--- config.mk ---
export PLATFORM = sky130hd
export DESIGN_NAME = fpu_rr_scheduler
export DESIGN_NICKNAME = d
export VERILOG_FILES = /design/src/rtl/fpu_rr_scheduler.sv
export SDC_FILE = /design/constraint.sdc
export NUM_CORES = 1
export LEC_CHECK = 0
export CORE_AREA = 2 2 166 168
export CTS_CLUSTER_SIZE = 24
export DETAILED_ROUTE_END_ITERATION = 16
export DIE_AREA = 0 0 168 170
export PLACE_DENSITY = 0.65
export SLEW_MARGIN = 15
export SYNTH_ARGS = -nofsm -noshare
export SYNTH_HDL_FRONTEND = slang
export SYNTH_SLANG_ARGS = --single-unit
--- constraint.sdc ---
create_clock -name clk -period 2.5 [get_ports clk]
set_input_delay 0.25 -clock clk [delete_from_list [all_inputs] [get_ports clk]]
set_output_delay 0.25 -clock clk [all_outputs]
set_load 0.05 [all_outputs]
--- src/rtl/fpu_rr_scheduler.sv ---
// fpu_rr_scheduler
// Shares a single ieee754_alu between NREQ requesters. Requests are granted
// one at a time in round-robin order. The granted op and operands are held
// on the ALU for the op's latency, then the result and compare flags are
// captured and returned to the winner over a valid/ack handshake.
//
// Ports
//   clk, rst_n               clock, asynchronous active-low reset
//   req_valid[NREQ]          per-requester request strobe
//   req_op[3*NREQ]           op of requester i at [3i+2:3i]
//   req_a/req_b[32*NREQ]     operands of requester i at [32i+31:32i]
//   req_ready[NREQ]          one-cycle one-hot accept pulse
//   resp_valid[NREQ]         one-hot result-pending indication
//   resp_ack[NREQ]           requester consumes its result
//   resp_data, resp_great/less/equal, resp_err   returned result
//   alu_op/alu_a/alu_b       drive the shared ALU
//   alu_out, alu_great/less/equal               ALU result inputs
//   busy                     high whenever the scheduler is not idle
module fpu_rr_scheduler #(
    parameter int NREQ    = 4,
    parameter int LAT_ADD = 3,
    parameter int LAT_MUL = 4,
    parameter int LAT_DIV = 8,
    parameter int LAT_CMP = 2,
    parameter int CW      = 4
) (
    input  logic                 clk,
    input  logic                 rst_n,
    input  logic [NREQ-1:0]      req_valid,
    input  logic [3*NREQ-1:0]    req_op,
    input  logic [32*NREQ-1:0]   req_a,
    input  logic [32*NREQ-1:0]   req_b,
    output logic [NREQ-1:0]      req_ready,
    output logic [NREQ-1:0]      resp_valid,
    input  logic [NREQ-1:0]      resp_ack,
    output logic [31:0]          resp_data,
    output logic                 resp_great,
    output logic                 resp_less,
    output logic                 resp_equal,
    output logic                 resp_err,
    output logic [2:0]           alu_op,
    output logic [31:0]          alu_a,
    output logic [31:0]          alu_b,
    input  logic [31:0]          alu_out,
    input  logic                 alu_great,
    input  logic                 alu_less,
    input  logic                 alu_equal,
    output logic                 busy
);

    localparam int IW = $clog2(NREQ);
    localparam logic [NREQ-1:0] ONE = NREQ'(1);

    typedef enum logic [1:0] {
        IDLE  = 2'd0,
        ISSUE = 2'd1,
        WAIT  = 2'd2,
        RESP  = 2'd3
    } state_t;

    state_t          state;
    logic [IW-1:0]   rr_ptr;
    logic [IW-1:0]   gnt;
    logic [CW-1:0]   cnt;

    logic [2:0]      op_arr [NREQ];
    logic [31:0]     a_arr  [NREQ];
    logic [31:0]     b_arr  [NREQ];

    logic            hit;
    logic [IW-1:0]   pick;
    logic [IW:0]     sum;

    // Unpack the flat request buses so the winner can be selected by index.
    always_comb begin
        for (int i = 0; i < NREQ; i++) begin
            op_arr[i] = req_op[3*i +: 3];
            a_arr[i]  = req_a[32*i +: 32];
            b_arr[i]  = req_b[32*i +: 32];
        end
    end

    // Round-robin search: first valid requester at or after rr_ptr, wrapping
    // modulo NREQ. rr_ptr and k are both below NREQ, so one subtraction is
    // enough to bring the sum back into range.
    always_comb begin
        hit  = 1'b0;
        pick = '0;
        sum  = '0;
        for (int k = 0; k < NREQ; k++) begin
            sum = {1'b0, rr_ptr} + (IW+1)'(k);
            if (sum >= (IW+1)'(NREQ)) begin
                sum = sum - (IW+1)'(NREQ);
            end
            if (!hit && req_valid[sum[IW-1:0]]) begin
                hit  = 1'b1;
                pick = sum[IW-1:0];
            end
        end
    end

    function automatic logic [CW-1:0] lat_m1(input logic [2:0] op);
        case (op)
            3'b000, 3'b001: lat_m1 = CW'(LAT_ADD - 1);
            3'b010:         lat_m1 = CW'(LAT_MUL - 1);
            3'b011:         lat_m1 = CW'(LAT_DIV - 1);
            default:        lat_m1 = CW'(LAT_CMP - 1);
        endcase
    endfunction

    assign busy = (state != IDLE);

    // Scheduler FSM. The ALU operand registers change only on a grant, so the
    // ALU sees stable inputs through ISSUE, WAIT and RESP. Compare flags are
    // only meaningful for op 100; for arithmetic ops the ALU may drive junk on
    // them, so they are forced to zero at capture.
    always_ff @(posedge clk or negedge rst_n) begin
        if (!rst_n) begin
            state      <= IDLE;
            rr_ptr     <= '0;
            gnt        <= '0;
            cnt        <= '0;
            req_ready  <= '0;
            resp_valid <= '0;
            resp_data  <= '0;
            resp_great <= 1'b0;
            resp_less  <= 1'b0;
            resp_equal <= 1'b0;
            resp_err   <= 1'b0;
            alu_op     <= 3'b000;
            alu_a      <= '0;
            alu_b      <= '0;
        end else begin
            case (state)
                IDLE: begin
                    req_ready <= '0;
                    if (hit) begin
                        alu_op    <= op_arr[pick];
                        alu_a     <= a_arr[pick];
                        alu_b     <= b_arr[pick];
                        req_ready <= ONE << pick;
                        gnt       <= pick;
                        state     <= ISSUE;
                    end
                end
                ISSUE: begin
                    req_ready <= '0;
                    if (alu_op <= 3'b100) begin
                        cnt   <= lat_m1(alu_op);
                        state <= WAIT;
                    end else begin
                        resp_data  <= '0;
                        resp_great <= 1'b0;
                        resp_less  <= 1'b0;
                        resp_equal <= 1'b0;
                        resp_err   <= 1'b1;
                        resp_valid <= ONE << gnt;
                        state      <= RESP;
                    end
                end
                WAIT: begin
                    if (cnt == '0) begin
                        resp_data <= alu_out;
                        if (alu_op == 3'b100) begin
                            resp_great <= alu_great;
                            resp_less  <= alu_less;
                            resp_equal <= alu_equal;
                        end else begin
                            resp_great <= 1'b0;
                            resp_less  <= 1'b0;
                            resp_equal <= 1'b0;
                        end
                        resp_err   <= 1'b0;
                        resp_valid <= ONE << gnt;
                        state      <= RESP;
                    end else begin
                        cnt <= cnt - CW'(1);
                    end
                end
                RESP: begin
                    // Only the winner's ack bit matters; the pointer moves past
                    // the winner so it competes again at lowest priority.
                    if (resp_ack[gnt]) begin
                        resp_valid <= '0;
                        resp_err   <= 1'b0;
                        rr_ptr     <= (gnt == IW'(NREQ - 1)) ? '0 : gnt + IW'(1);
                        state      <= IDLE;
                    end
                end
                default: state <= IDLE;
            endcase
        end
    end

endmodule
==> key figures, run 1 <==
Floorplanning
  – Chip Height: 170 um
  – Num ports: between 400 and 500
  – # rows: 60
  – Starting density of the core: 26.3%
  – CORE AREA: between 20000 and 30000 um^2
  – Die Footprint: between 20000 and 30000 um^2
  – Die Width: 168 um

Logic synthesis
  – Synth top area cells: dfrtp_1, a22oi_1, o211ai_1
  – Syn Inst Count: 766
  – Top-count cell post-synth: dfrtp_1
  – Sequential share of the synthesized area: 43.2%
  – Ys Warns: 0
  – Asr flop ratio synth: 100%
  – Yosys cell types: 48
  – Mean Syn Cell Area: slightly above 9 um^2
  – Synth cell count leaders: dfrtp_1, a21oi_1, nor2_1
  – Dominant synthesized flop cell: dfrtp_1
  – Post-synth top area share: 43.2%
  – Syn nets: 1089
  – #FFs+latches synth: 121
  – Cell Area, Synth: around 7000 um^2
  – Post-synth EDFFs: 0
  – Leading area contributor after synthesis: dfrtp_1

Critical path
  – Worst setup SP type: flip-flop
  – Critical path fanouts, max: 41
  – Worst setup EP type: flip-flop
  – CP Data Required Time: around 2.8 ns
  – Reg-to-reg slack, setup: 0.35 ns
  – CP Class: reg -> reg
  – Worst Path Arrival: 2.48 ns

Layout
  – Layout cells sized above 1: under 10%
  – Nets: 1478
  – Synth-to-Final Area Change: 76.1%
  – Fill count: 2517
  – Final Util: 46.3%

Detailed routing
  – Drt pass-1 iters: 7
  – Via count: around 8000
  – Wire per inst: 20.9 um
  – DRC viols: 0
  – Final WL: 31500 um
  – ANT nets after route: 0
  – Vias per cell: approximately 5.3
  – DR iter-0 viols: between 500 and 600

Power and ir drop
  – Leakage: 4.96 nW
  – PD cells: 1340 nW/um^2
  – VDD IR max: 0.653 mV
  – Overall Power: between 15 and 20 mW

Placement
  – IO buf count: around 420
  – GPL Wtd Cong: 0.834
  – Post-DP HPWL: between 20000 and 25000 um

Run
  – Max-Cap Viols: 0

Clock tree
  – Clk sink count: about 120
  – Clock latency on the worst-skew pair: 0.42 ns
  – CTS tree: built
  – Clk slew on worst S/H paths: 0.06 ns
  – Clk root buf: clkbuf_16
  – CTS buffer count: 17
  – Clock buffer depth: 2
  – H-tree depth reported by CTS: 4

Timing
  – Post-layout min period: 2.15 ns
  – Final Skew: approximately 0.013 ns
  – Rel. slew slack: 45.4%
  – Setup TNS: 0 ns
  – RSZ-0062 raised after global routing: no
  – Final number of setup-violating endpoints: 0
  – Least-Margin Pin Slew: 0.817 ns
  – Period Utilization, post-route: 85.8%
  – Final Max Slew Viols: 0
  – Fmax: 466 MHz
  – Final Hold Viols: 0

Global routing
  – Vias in the first global route: 8157
  – Initial antenna violation count: 3
  – GRT Util Overall: about 22%
  – Global-route wire length before repair: 47600 um
  – Pin count of the biggest net entering global routing: around 70
  – Total congestion overflow: 0

Min path
  – Worst hold path class: in -> async

Status
  – Status: completed
## cells by family after synthesis
logic type                 after synthesis  synth area share (%)
AOI/OAI and AO/OA                      337                  33.1
adders and majority gates               10                  1.79
buffers and inverters                   99                  6.04
DFF                                    121                  43.2
muxes                                   15                  2.34
and+or+nand+nor                        184                  13.5
## what timing repair did
item                                   CTS  global route
gates resized for setup                  0             0
hold buffers                             1             0
setup buffers                            0             0
endpoints found under the hold margin   29             0
## final timing paths
path                                     from            end  cells past startpoint
worst min register to register  resp_data[26]  resp_data[26]                      1
min in group clk                    alu_equal     resp_equal                      3
max in group asynchronous               rst_n       alu_a[3]                      3
worst min-delay path                    rst_n   resp_data[5]                      2
worst max register to register       state[0]      alu_b[12]                      7
worst max-delay path                 state[0]      alu_b[12]                      7
## state kept, by name (all words and copies together), names as in the netlist
name / flops
resp_less: 1
resp_great: 1
state: 2
req_ready: 4
resp_data: 32
resp_equal: 1
resp_valid: 4
gnt: 2
alu_a: 32
alu_b: 32
cnt: 4
rr_ptr: 2
alu_op: 3
resp_err: 1
## per-layer routing
| metal | vias to the layer above | GRT usage (%) | share of wire [%] |
|---|---|---|---|
| met4 | 2 | 11.4 | 4.7 |
| met3 | 81 | 6.33 | 8.2 |
| met5 | - | 0 | 0.041 |
| li1 | 3717 | - | - |
| met2 | 414 | 35.4 | 48 |
| met1 | 3828 | 25.7 | 39 |
## metrics by stage
step                hold slack, ns  std cells  setup WS (ns)  instance area [um^2]
floorplan                  -0.0456        766          0.384                  7010
CTS                          0.274       1508          0.307                 12300
detailed placement           0.162       1476          0.147                 11700
global placement             0.163       1476          0.250                 11700
global route                 0.294       1509          0.217                 12300
finish                       0.288       1510          0.354                 12300
## placed cells by master, fill, tap and decap left out, types with 2 or more instances in the layout
cell	n
a22oi_1	70
a21o_1	2
bufinv_16	3
and3_1	67
a21oi_4	2
nand3_1	3
a31oi_1	67
buf_12	10
mux2_2	11
or3_1	3
buf_2	2
a21oi_1	72
dfrtp_1	121
mux2i_1	4
clkinvlp_4	2
nor3_1	2
nor2b_1	6
clkbuf_16	17
o21ai_0	5
clkinv_4	2
nand2_1	15
nor2_1	72
nand2b_1	4
o211ai_1	70
inv_1	15
ha_1	10
inv_6	4
buf_4	20
a22o_1	33
diode_2	2
clkbuf_8	2
clkdlybuf4s50_1	420
## power breakdown
part           switching [mW]  internal, mW
combinational            6.58          3.77
clock                   0.999          1.63
sequential              0.657          2.94
## area by class of cell
type	count	area [um^2]	area share, %
multi-input combinational	546	3620	29.3
inverter	15	56.3	0.456
tap	341	427	3.46
timing repair buffer	454	4590	37.2
clock buffer	19	453	3.67
sequential	121	3030	24.5
clock inverter	12	163	1.32
antenna	2	5.00	0.0406
## critical path, cell delays in order (launching register included)
cell	delay [ns]
dfrtp_1	0.41
inv_1	0.14
ha_1	0.19
inv_1	0.08
nor2_4	0.65
buf_12	0.31
nor2_1	0.07
a31oi_1	0.17
(Power assumes the default switching activity.)
==> run 2, diff against run 1 <==
Settings changed: CAP_MARGIN from default to 20.
==> results of run 2 <==
Final layout, timing and power as in run 1 (identical DEF).
==> run 3, diff against run 2 <==
--- a/config.mk
+++ b/config.mk
@@ -12,4 +12,5 @@
 export DIE_AREA = 0 0 168 170
 export PLACE_DENSITY = 0.65
+export RECOVER_POWER = 100
 export SLEW_MARGIN = 15
 export SYNTH_ARGS = -nofsm -noshare
==> constraint.sdc (replaced) <==
create_clock -name clk -period 2.5 [get_ports clk]
set_input_delay 0.25 -clock clk [delete_from_list [all_inputs] [get_ports clk]]
set_output_delay 0.25 -clock clk [all_outputs]
set_load 0.02 [all_outputs]
==> key figures, run 3 (same netlist as run 1, synthesis figures left out) <==
Min path
  – Worst Hold Depth: 3
  – Worst hold path class: in -> reg (was in -> async)

Global routing
  – Total congestion overflow: 0 (unchanged)
  – Pin count of the biggest net entering global routing: 68 (unchanged)
  – GRT Util Overall: 21.4% (was 21.6%)
  – Vias in the first global route: 8106 (was 8157)
  – Global-route wire length before repair: 47500 um (was 47600 um)
  – Initial antenna violation count: 2 (was 3)

Status
  – Failing checks: max-capacitance violations, max-slew violations
  – Status: finished, violations left (was completed)

Timing
  – Post-layout min period: 2.37 ns (was 2.15 ns)
  – Fin worst setup slack: 0.135 ns (was 0.354 ns)
  – Final Hold Viols: 0 (unchanged)
  – Least-Margin Pin Slew: 1.57 ns (was 0.817 ns)
  – Rel. slew slack: -4.77% (was 45.4%)
  – Fmax: 423 MHz (was 466 MHz)
  – Setup TNS: 0 ns (unchanged)
  – Period Utilization, post-route: 94.6% (was 85.8%)
  – Final number of setup-violating endpoints: 0 (unchanged)
  – RSZ-0062 raised after global routing: no (unchanged)
  – Final Skew: 0.0133 ns (was 0.0126 ns)
  – Hold_ws: 0.386 ns (was 0.288 ns)
  – Final Max Slew Viols: 57 (was 0)

Clock tree
  – Resize count post-CTS: 0 (unchanged)
  – Post-CTS setup buffer count: 0 (unchanged)
  – Clk sink count: 121 (unchanged)
  – Clk root buf: clkbuf_16 (unchanged)
  – CTS tree: built (unchanged)
  – Clock latency on the worst-skew pair: 0.42 ns (about the same)
  – Clk slew on worst S/H paths: 0.06 ns (about the same)
  – Clock buffer depth: 2 (unchanged)
  – H-tree depth reported by CTS: 4 (unchanged)
  – CTS buffer count: 17 (unchanged)

Layout
  – Final instance area: 12200 um^2 (was 12300 um^2)
  – Top flop regs: alu_a: 32 flops, alu_b: 32 flops, resp_data: 32 flops (unchanged)
  – Most frequent cells in the layout: clkdlybuf4s50_1, dfrtp_1, dlygate4sd3_1 (was clkdlybuf4s50_1, dfrtp_1, nor2_1, a21oi_1)
  – Cell Count, Final, Fillers Out: 1511 (was 1510)
  – Nets: 1480 (was 1478)
  – Fill count: 2569 (was 2517)
  – Final Util: 45.9% (was 46.3%)
  – Commonest non-fill, non-tap cell in the layout: clkdlybuf4s50_1 (unchanged)
  – Layout cells sized above 1: 7.27% (was 7.54%)
  – Synth-to-Final Area Change: 74.7% (was 76.1%)

Power and ir drop
  – Overall Power: 13.9 mW (was 16.6 mW)
  – PD cells: 1140 nW/um^2 (was 1340 nW/um^2)
  – VDD IR max: 0.718 mV (was 0.653 mV)
  – Leakage: 5.02 nW (was 4.96 nW)

Detailed routing
  – Vias per cell: 5.38 (was 5.33)
  – Via count: 8132 (was 8042)
  – Final WL: 31700 um (was 31500 um)
  – DRC viols: 0 (unchanged)
  – Wire per inst: 20.9 um (about the same)
  – Drt pass-1 iters: 5 (was 7)
  – ANT nets after route: 0 (unchanged)
  – DR iter-0 viols: 570 (was 550)

Critical path
  – Max stage delay on crit path: 0.64 ns (was 0.65 ns)
  – Worst setup EP type: flip-flop (unchanged)
  – Worst Path Arrival: 2.70 ns (was 2.48 ns)
  – Crit path depth: 7 (unchanged)
  – CP delay by family, top: buffers and inverters (was simple AND/OR/NAND/NOR gates)
  – CP Data Required Time: 2.84 ns (was 2.83 ns)
  – Worst setup SP type: primary input (was flip-flop)
  – CP Cell Sequence: dlygate4sd3_1 -> clkbuf_2 -> or2_4 -> a221oi_4 -> clkbuf_2 -> a21oi_1 -> a31oi_1 (was inv_1 -> ha_1 -> inv_1 -> nor2_4 -> buf_12 -> nor2_1 -> a31oi_1)
  – WP buf/inv: 3 (unchanged)
  – Path depth of the worst reg2reg path: 7 (unchanged)
  – Most used cell, CP: clkbuf_2 (was inv_1)
  – CP Class: in -> reg (was reg -> reg)
  – CP max-delay cell: clkbuf_2 (was nor2_4)
  – Critical path fanouts, max: 28 (was 41)

Placement
  – Post-DP HPWL: 22300 um (about the same)
  – IO buf count: 424 (unchanged)
  – GPL Wtd Cong: 0.869 (was 0.834)
  – Dpl cell area: 11700 um^2 (about the same)
  – Setup WS pre-CTS: 0.171 ns (was 0.147 ns)
  – # placed instances: 1478 (was 1476)

Floorplanning
  – Die Width: 168 um (unchanged)
  – Starting density of the core: 26.3% (unchanged)
  – Num ports: 425 (unchanged)
  – Die Footprint: 28600 um^2 (unchanged)
  – CORE AREA: 26700 um^2 (unchanged)
  – # rows: 60 (unchanged)
  – Chip Height: 170 um (unchanged)

Run
  – Max-Cap Viols: 1 (was 0)
[run 3: cell types whose count changed in the layout (fill, tap and decap cells not counted), sizes merged, moves of 2 or more]
cell	change
bufinv	-2
buf	-7
clkbuf	+10
clkdlybuf4s50	-111
dlygate4sd3	+112
clkinvlp	+2
inv	-3
[run 3: path summary, 6_finish.rpt]
| check | from | to | slack (ns) |
|---|---|---|---|
| min in group asynchronous | rst_n | resp_data[8] | 0.76 |
| worst min-delay path | alu_equal | resp_equal | 0.39 |
| max in group asynchronous | rst_n | resp_valid[3] | 0.39 |
| worst max-delay path | req_valid[0] | alu_b[8] | 0.13 |
| worst max register to register | state[0] | alu_a[18] | 0.29 |
| worst min register to register | resp_data[14] | resp_data[14] | 0.50 |
[run 3: cell type report]
class                           count  area (um^2)  area share [%]
Multi-Input combinational cell    546         3610            29.5
Tap cell                          341          427            3.48
Timing Repair Buffer              456         4560            37.2
Clock inverter                     10         96.3           0.787
Sequential cell                   121         3030            24.7
Inverter                           15         56.3           0.460
Clock buffer                       21          460            3.76
Antenna cell                        1         2.50          0.0204
[run 3: layer usage]
metal	wire (um)	GRT usage, %
met5	13	0
met1	12700	25.7
met4	963	7.79
met3	2480	5.98
met2	15500	36.6
[run 3: timing repair]
item	4_1_cts	5_1_grt
hold buffers	1	0
setup endpoints to repair	0	1
hold endpoints to repair	55	0
[run 3: report_power, final]
part	total (mW)	switching (mW)	internal (mW)
logic	8.00	4.56	3.44
clock network	2.35	0.937	1.42
registers	3.55	0.615	2.94
[run 3: worst reg2reg max path, cell delays in order, from the launching register on]
cell and delay [ns]:
dfrtp_1 0.41, inv_1 0.14, ha_1 0.19, inv_1 0.08, nor2_4 0.74, buf_4 0.36
nor2_1 0.06, a31oi_1 0.16
